<file path="src/rtl/adder_pkg.sv">
// Shared constants and elaboration helpers for the pipelined adder tree.
package adder_pkg;

    localparam int DEF_DATA_W = 12;
    localparam int DEF_NUM_IN = 8;

    function automatic int clog2(input int n);
        int r;
        r = 0;
        while ((1 << r) < n) r++;
        return r;
    endfunction

endpackage

</file>
<file path="src/rtl/add_level_reg.sv">
// One registered level of the adder tree: PAIRS independent pair sums, each
// one bit wider than its operands, extended by sign or zero per the vector mode.
module add_level_reg #(
    parameter int IN_W  = 12,
    parameter int PAIRS = 4
) (
    input  logic                      clk,
    input  logic                      rst,
    input  logic                      ce,
    input  logic                      i_sgn,
    input  logic [2*PAIRS*IN_W-1:0]   i_data,
    output logic [PAIRS*(IN_W+1)-1:0] o_data
);

    logic [PAIRS*(IN_W+1)-1:0] w_sum;
    logic [PAIRS*(IN_W+1)-1:0] r_data;

    for (genvar p = 0; p < PAIRS; p++) begin : g_pair
        logic [IN_W-1:0] w_a;
        logic [IN_W-1:0] w_b;
        assign w_a = i_data[2*p*IN_W +: IN_W];
        assign w_b = i_data[(2*p+1)*IN_W +: IN_W];
        // One guard bit is enough to hold the exact sum of two operands.
        assign w_sum[p*(IN_W+1) +: IN_W+1] = {i_sgn & w_a[IN_W-1], w_a}
                                            + {i_sgn & w_b[IN_W-1], w_b};
    end

    always_ff @(posedge clk) begin
        if (rst) begin
            r_data <= '0;
        end else if (ce) begin
            r_data <= w_sum;
        end
    end

    assign o_data = r_data;

endmodule

</file>
<file path="src/rtl/adder_tree_pipe.sv">
// Fully pipelined binary adder tree: registered operand stage followed by
// log2(NUM_IN) registered pair-sum levels; one exact sum per enabled cycle.
module adder_tree_pipe
    import adder_pkg::*;
#(
    parameter  int DATA_W = DEF_DATA_W,
    parameter  int NUM_IN = DEF_NUM_IN,
    localparam int LVL    = clog2(NUM_IN),
    localparam int SUM_W  = DATA_W + LVL
) (
    input  logic                     clk,
    input  logic                     rst,
    input  logic                     ce,
    input  logic                     in_valid,
    input  logic                     in_signed,
    input  logic [NUM_IN*DATA_W-1:0] in_data,
    output logic                     out_valid,
    output logic [SUM_W-1:0]         out_sum
);

    logic [NUM_IN*DATA_W-1:0] r_data;
    logic [LVL:0]             r_vld_pipe;
    // r_sgn_pipe[j] is the mode of the operands feeding level j.
    logic [LVL-1:0]           r_sgn_pipe;

    always_ff @(posedge clk) begin
        if (rst) begin
            r_data     <= '0;
            r_vld_pipe <= '0;
            r_sgn_pipe <= '0;
        end else if (ce) begin
            r_vld_pipe <= {r_vld_pipe[LVL-1:0], in_valid};
            if (in_valid) begin
                r_data        <= in_data;
                r_sgn_pipe[0] <= in_signed;
            end
            for (int j = 1; j < LVL; j++) begin
                r_sgn_pipe[j] <= r_sgn_pipe[j-1];
            end
        end
    end

    for (genvar j = 0; j < LVL; j++) begin : g_lvl
        localparam int IN_W  = DATA_W + j;
        localparam int PAIRS = NUM_IN >> (j + 1);

        logic [2*PAIRS*IN_W-1:0]   w_in;
        logic [PAIRS*(IN_W+1)-1:0] w_out;

        if (j == 0) begin : g_src
            assign w_in = r_data;
        end else begin : g_src
            assign w_in = g_lvl[j-1].w_out;
        end

        add_level_reg #(
            .IN_W  (IN_W),
            .PAIRS (PAIRS)
        ) u_lvl (
            .clk    (clk),
            .rst    (rst),
            .ce     (ce),
            .i_sgn  (r_sgn_pipe[j]),
            .i_data (w_in),
            .o_data (w_out)
        );
    end

    assign out_valid = r_vld_pipe[LVL];
    assign out_sum   = g_lvl[LVL-1].w_out;

endmodule

</file>
<file path="config.mk">
export PLATFORM = sky130hd
export DESIGN_NAME = adder_tree_pipe
export DESIGN_NICKNAME = d
export VERILOG_FILES = /design/src/rtl/adder_pkg.sv /design/src/rtl/add_level_reg.sv /design/src/rtl/adder_tree_pipe.sv
export SDC_FILE = /design/constraint.sdc
export NUM_CORES = 1
export LEC_CHECK = 0
export BUFFER_PORTS_ARGS = -buffer_cell sky130_fd_sc_hd__buf_2
export CORE_MARGIN = 2
export CORE_UTILIZATION = 60
export CTS_CLUSTER_DIAMETER = 200
export DETAILED_ROUTE_END_ITERATION = 7
export PLACE_DENSITY = 0.81
export SYNTH_ARGS = -nofsm -noshare
export SYNTH_HDL_FRONTEND = slang
export SYNTH_HIERARCHICAL = 1
export SYNTH_SLANG_ARGS = --single-unit
</file>
<file path="constraint.sdc">
create_clock -name clk -period 3 [get_ports clk]
set_input_delay 0.3 -clock clk [delete_from_list [all_inputs] [get_ports clk]]
set_output_delay 0.3 -clock clk [all_outputs]
set_load 0.005 [all_outputs]
</file>
# After elaboration in Yosys (flattened, before gate mapping)
# Index checks and enable logic that the tools add are counted.
totals:
  reg_bits: 198
  out_inout_bits: 16
  elab_cells: 29
op_classes:
  addsub: 7
  bitwise_logic: 14
  n_reduce_logical: 1
ops:
  columns: ["operator", "n"]
  rows:
  - ["adder 13 bit", 4]
  - ["adder 14 bit", 2]
  - ["adder 15 bit", 1]
  - ["bitwise AND 1 bit", 14]
  - ["AND reduction 2 bit", 1]

# Longest topological paths before layout
depth:
  word_depth: 2
  ltp_mapped: 10
  depth_no_buf: 10

# Hierarchy
# The synthesis kept the hierarchy.
by_module_without_submodules:
  columns: ["module", "n_inst", "cells_each", "area_per_inst_um2"]
  rows:
  - ["adder_tree_pipe", 1, 461, 4388.0]
  - ["add_level_reg at g_lvl[0].u_lvl", 1, 453, 3778.6]
  - ["add_level_reg at g_lvl[1].u_lvl", 1, 257, 2138.3]
  - ["add_level_reg at g_lvl[2].u_lvl", 1, 150, 1267.5]

# Worst setup path before layout
# No wires, ideal clock.
synth_path:
  path_type: "reg-to-reg"
  startpoint: "register r_data[72], in the netlist g_lvl[0].w_in[72]"
  endpoint: "register g_lvl[0].u_lvl.r_data[51]"
  setup_ps: 79
  arrival_time_ps: 2107
  slack_ps: 814
  stages_incl_launch_ff: 9
  path_buffers: 0
  period_less_slack_ps: 2186
  cell_sequence: "dfxtp_1 ha_1 fa_1 a21o_1 and4_4 o211ai_4 a21oi_2 or4_1 o211ai_1"
synth_between:
  elab_chain_len: 1
synth_lines:
  columns: ["item", "line", "rtl"]
  rows:
  - ["from (decl)", "adder_tree_pipe.sv:21", "logic [NUM_IN*DATA_W-1:0] r_data;"]
  - ["from (signal assigned)", "adder_tree_pipe.sv:34", "r_data <= in_data;"]
  - ["adder 13 bit", "add_level_reg.sv:25", "+ {i_sgn & w_b[IN_W-1], w_b};"]
  - ["to (signal assigned)", "add_level_reg.sv:32", "r_data <= w_sum;"]
  - ["to (decl)", "add_level_reg.sv:16", "logic [PAIRS*(IN_W+1)-1:0] r_data;"]
# Every way passes these cells.
# A chain may end at the register's enable or synchronous reset.

# Worst setup path in the final report
# Ends and elaborated chain as after synthesis.

==> results.json <==
{
  "status": "finished, final reports clean",
  "synth_compound_area_frac": 0.278,
  "htree_levels": 4,
  "dieArea_mm2": 0.0204,
  "synth_fa_ha_area_frac": 0.107,
  "setup_tns_ns": 0,
  "cts_setup_buffers": 0,
  "hold_viol_final": 0,
  "wl_per_cell_um": 15.4,
  "clockBufferDepth": 2,
  "drc_errors": 0,
  "dp_hpwl_um": 17700,
  "drt-total-wl_um": 25500,
  "arrival_ns": 2.71,
  "first_pass_iters": 5,
  "dp.cells": 1625,
  "yosys-mux-area-fraction": 0.0338,
  "crit_path_start_kind": "flip-flop",
  "rows": 50,
  "synth_top_area_share": 0.343,
  "yosys.area_share.simple": 0.146,
  "syn_area_mm2": 0.0116,
  "tritoncts": "done",
  "worst_pin_slew_ns": 0.745,
  "synthXorXnorAreaFrac": 0.0469,
  "synthArstFlopShare": 0,
  "period_share": 0.786,
  "n_antenna_cell": 0,
  "core-area_mm2": 0.0188,
  "fmax_ghz": 0.424,
  "crit_slowest_cell": "or4_1",
  "fin_area_mm2": 0.0127,
  "period_minus_slack_ns": 2.36,
  "grt_pass1_wl_um": 42800,
  "fin_cells": 1657,
  "synth.distinct_cells": 75,
  "fill_cells": 1525,
  "crit_start": "g_lvl[0].w_in[72]",
  "skew_ns": 0.00956,
  "chipHeight_um": 143,
  "crit_type": "reg -> reg",
  "end_kind": "flip-flop",
  "max_cap_violations": 0,
  "ys_seq_area_frac": 0.343,
  "syn-mean-instance-area_um2": 8.76,
  "vias": 9727,
  "rsz0062_at_grt": "false",
  "grt_pass1_vias": 9126,
  "pin_count": 117,
  "yosys_most_used_dff": "dfxtp_1",
  "yosysTopAreaCell": "dfxtp_1",
  "cts_buffers": 17,
  "regArea_mm2": 0.00396,
  "globalplace.congestion": 0.889,
  "synth_edf_count": 0,
  "start_util": 0.615,
  "yosys_warnings": 6,
  "synth.area.top_cells": "dfxtp_1 34%, ha_1 9.5%, a21oi_1 7.1%, a21bo_1 5.2%, nand3_1 4.9%",
  "io_buffer_count": 116,
  "cts_resized": 0,
  "dieWidth_um": 143,
  "grt_overflow": 0,
  "layout.nets": 1580,
  "required_ns": 3.36,
  "drv_slew": 0,
  "synth_top_family_by_area": "compound AO/OA/AOI/OAI gates",
  "irDropWorstVdd_v": 0.000401,
  "synth_cells": 1321,
  "cpLargestDelayFamily": "simple AND/OR/NAND/NOR gates",
  "crit_chain": "ha_1, fa_1, a21o_1, and4_4, o211ai_4, a21oi_2, or4_1, o211ai_1",
  "syn_to_final_growth_pct": 9.89,
  "multi_input_area_mm2": 0.00709,
  "min_path_type": "in -> reg",
  "track_usage": 0.252,
  "antenna_found_initial": 0,
  "placed_cell_area_mm2": 0.0122,
  "ys_ff_latch": 198,
  "powerDensity_mw_per_mm2": 454,
  "grt_max_degree": 85,
  "final_util": 0.675,
  "leakagePower_nw": 5.50,
  "clock_sinks": 198,
  "r2r-start": "g_lvl[0].w_in[72]",
  "pre_cts_ws_ns": 0.679,
  "antenna_left": 0,
  "critical_path_buf_inv_count": 0,
  "vias_per_cell": 5.87,
  "first_iter_violations": 621,
  "hold_buffers": 0,
  "relSlewSlack": 0.503,
  "syn_nets": 1517,
  "hold_start": "in_data[67]",
  "path_clk_slew_ns": 0.07,
  "path_max_fanout": 4,
  "setup_viol": 0,
  "max_stage_delay_ns": 0.48,
  "setup_slack_ns": 0.643,
  "cts-root-buf": "clkbuf_16",
  "drive_gt1_frac": 0.156,
  "insertion_delay_ns": 0.43
}
cells by family after synthesis:
group,count (synthesis)
simple gates,358
compound gates,459
fa+ha+maj,95
buf+inv,110
flops,198
mux,39
xor+xnor,62
final timing paths:
kind	to	slack, ns	depth (start not counted)
hold reg to reg	g_lvl[1].u_lvl/o_data[26]	0.45	2
setup / recovery	g_lvl[0].u_lvl/o_data[51]	0.64	8
setup reg to reg	g_lvl[0].u_lvl/o_data[51]	0.64	8
hold / removal	g_lvl[0].w_in[67]	0.13	3
synth_stat cells (all sizes together) (3+ instances only):
master and n:
dfxtp 198, a21oi 168, nand3 113, a21bo 97, ha 88, nand2 87
nor2 85, o21ai 70, buf 49, xnor2 40, mux2i 38, clkbuf 34
a21o 27, inv 27, a211oi 22, xor2 22, nor3 16, nand4 10
o211ai 9, nand2b 8, nor3b 8, o21a 8, o22ai 8, fa 7
a31oi 6, and3 6, nor2b 6, o21bai 6, a211o 4, a21boi 4
and2 4, and4 4, o221ai 4, o311ai 3, o31ai 3, o41ai 3
or4 3
cell type report:
| class | count | area share |
|---|---|---|
| Tap cell | 260 | 0.0256 |
| Clock buffer | 26 | 0.0393 |
| Inverter | 27 | 0.00797 |
| Timing Repair Buffer | 127 | 0.0549 |
| Sequential cell | 198 | 0.312 |
| Clock inverter | 6 | 0.00344 |
| Multi-Input combinational cell | 1013 | 0.557 |
report_power, final:
group	switching, mW	internal [mW]	leakage [nW]	total [mW]
Combinational	0.462	0.345	3.63	0.807
Sequential	0.0794	2.75	1.61	2.83
Clock	0.986	1.15	0.253	2.14
Total	1.53	4.24	5.50	5.77
worst min-delay path, stage by stage:
cell     delay [ns]
buf_2          0.10
nand3_1        0.07
a21oi_1        0.05
metal layers:
metal / vias up / wire length, µm / GRT usage
li1: 4925 / - / -
met1: 4548 / 12600 / 0.351
met2: 218 / 11600 / 0.417
met3: 36 / 887 / 0.0292
met4: 0 / 342 / 0.0688
met5: - / 0 / 0
per-stage QoR:
| step | power, mW | hold WS (ns) |
|---|---|---|
| after floorplan | 3.46 | 0.424 |
| after global placement | 3.66 | 0.434 |
| after detailed placement | 3.68 | 0.443 |
| after CTS | 5.79 | 0.119 |
| after global routing | 6.01 | 0.124 |
| final | 5.77 | 0.127 |
state kept, by name, summed over array words and instances (netlist names):
name                count
g_lvl.u_lvl/o_data     95
g_lvl.w_in             96
r_sgn_pipe              3
r_vld_pipe              4
placed cells by master, fill, tap and decap left out, drive strengths merged, types with 3 or more instances in the layout:
| master | count |
|---|---|
| a21o | 27 |
| a21bo | 97 |
| fa | 7 |
| nand4 | 10 |
| xnor2 | 40 |
| nor3 | 16 |
| o41ai | 3 |
| inv | 27 |
| clkbuf | 26 |
| a211o | 4 |
| o21ai | 70 |
| o211ai | 9 |
| a211oi | 22 |
| o221ai | 4 |
| nand2 | 87 |
| and3 | 6 |
| or4 | 3 |
| a21oi | 168 |
| and4 | 4 |
| buf | 127 |
| nor3b | 8 |
| nand2b | 8 |
| a31oi | 6 |
| xor2 | 22 |
| nor2b | 6 |
| ha | 88 |
| o22ai | 8 |
| o311ai | 3 |
| o21bai | 6 |
| a21boi | 4 |
| mux2i | 38 |
| nand3 | 113 |
| nor2 | 85 |
| and2 | 4 |
| dfxtp | 198 |
| o31ai | 3 |
| clkinvlp | 4 |
| o21a | 8 |
(Power assumes the default switching activity.)
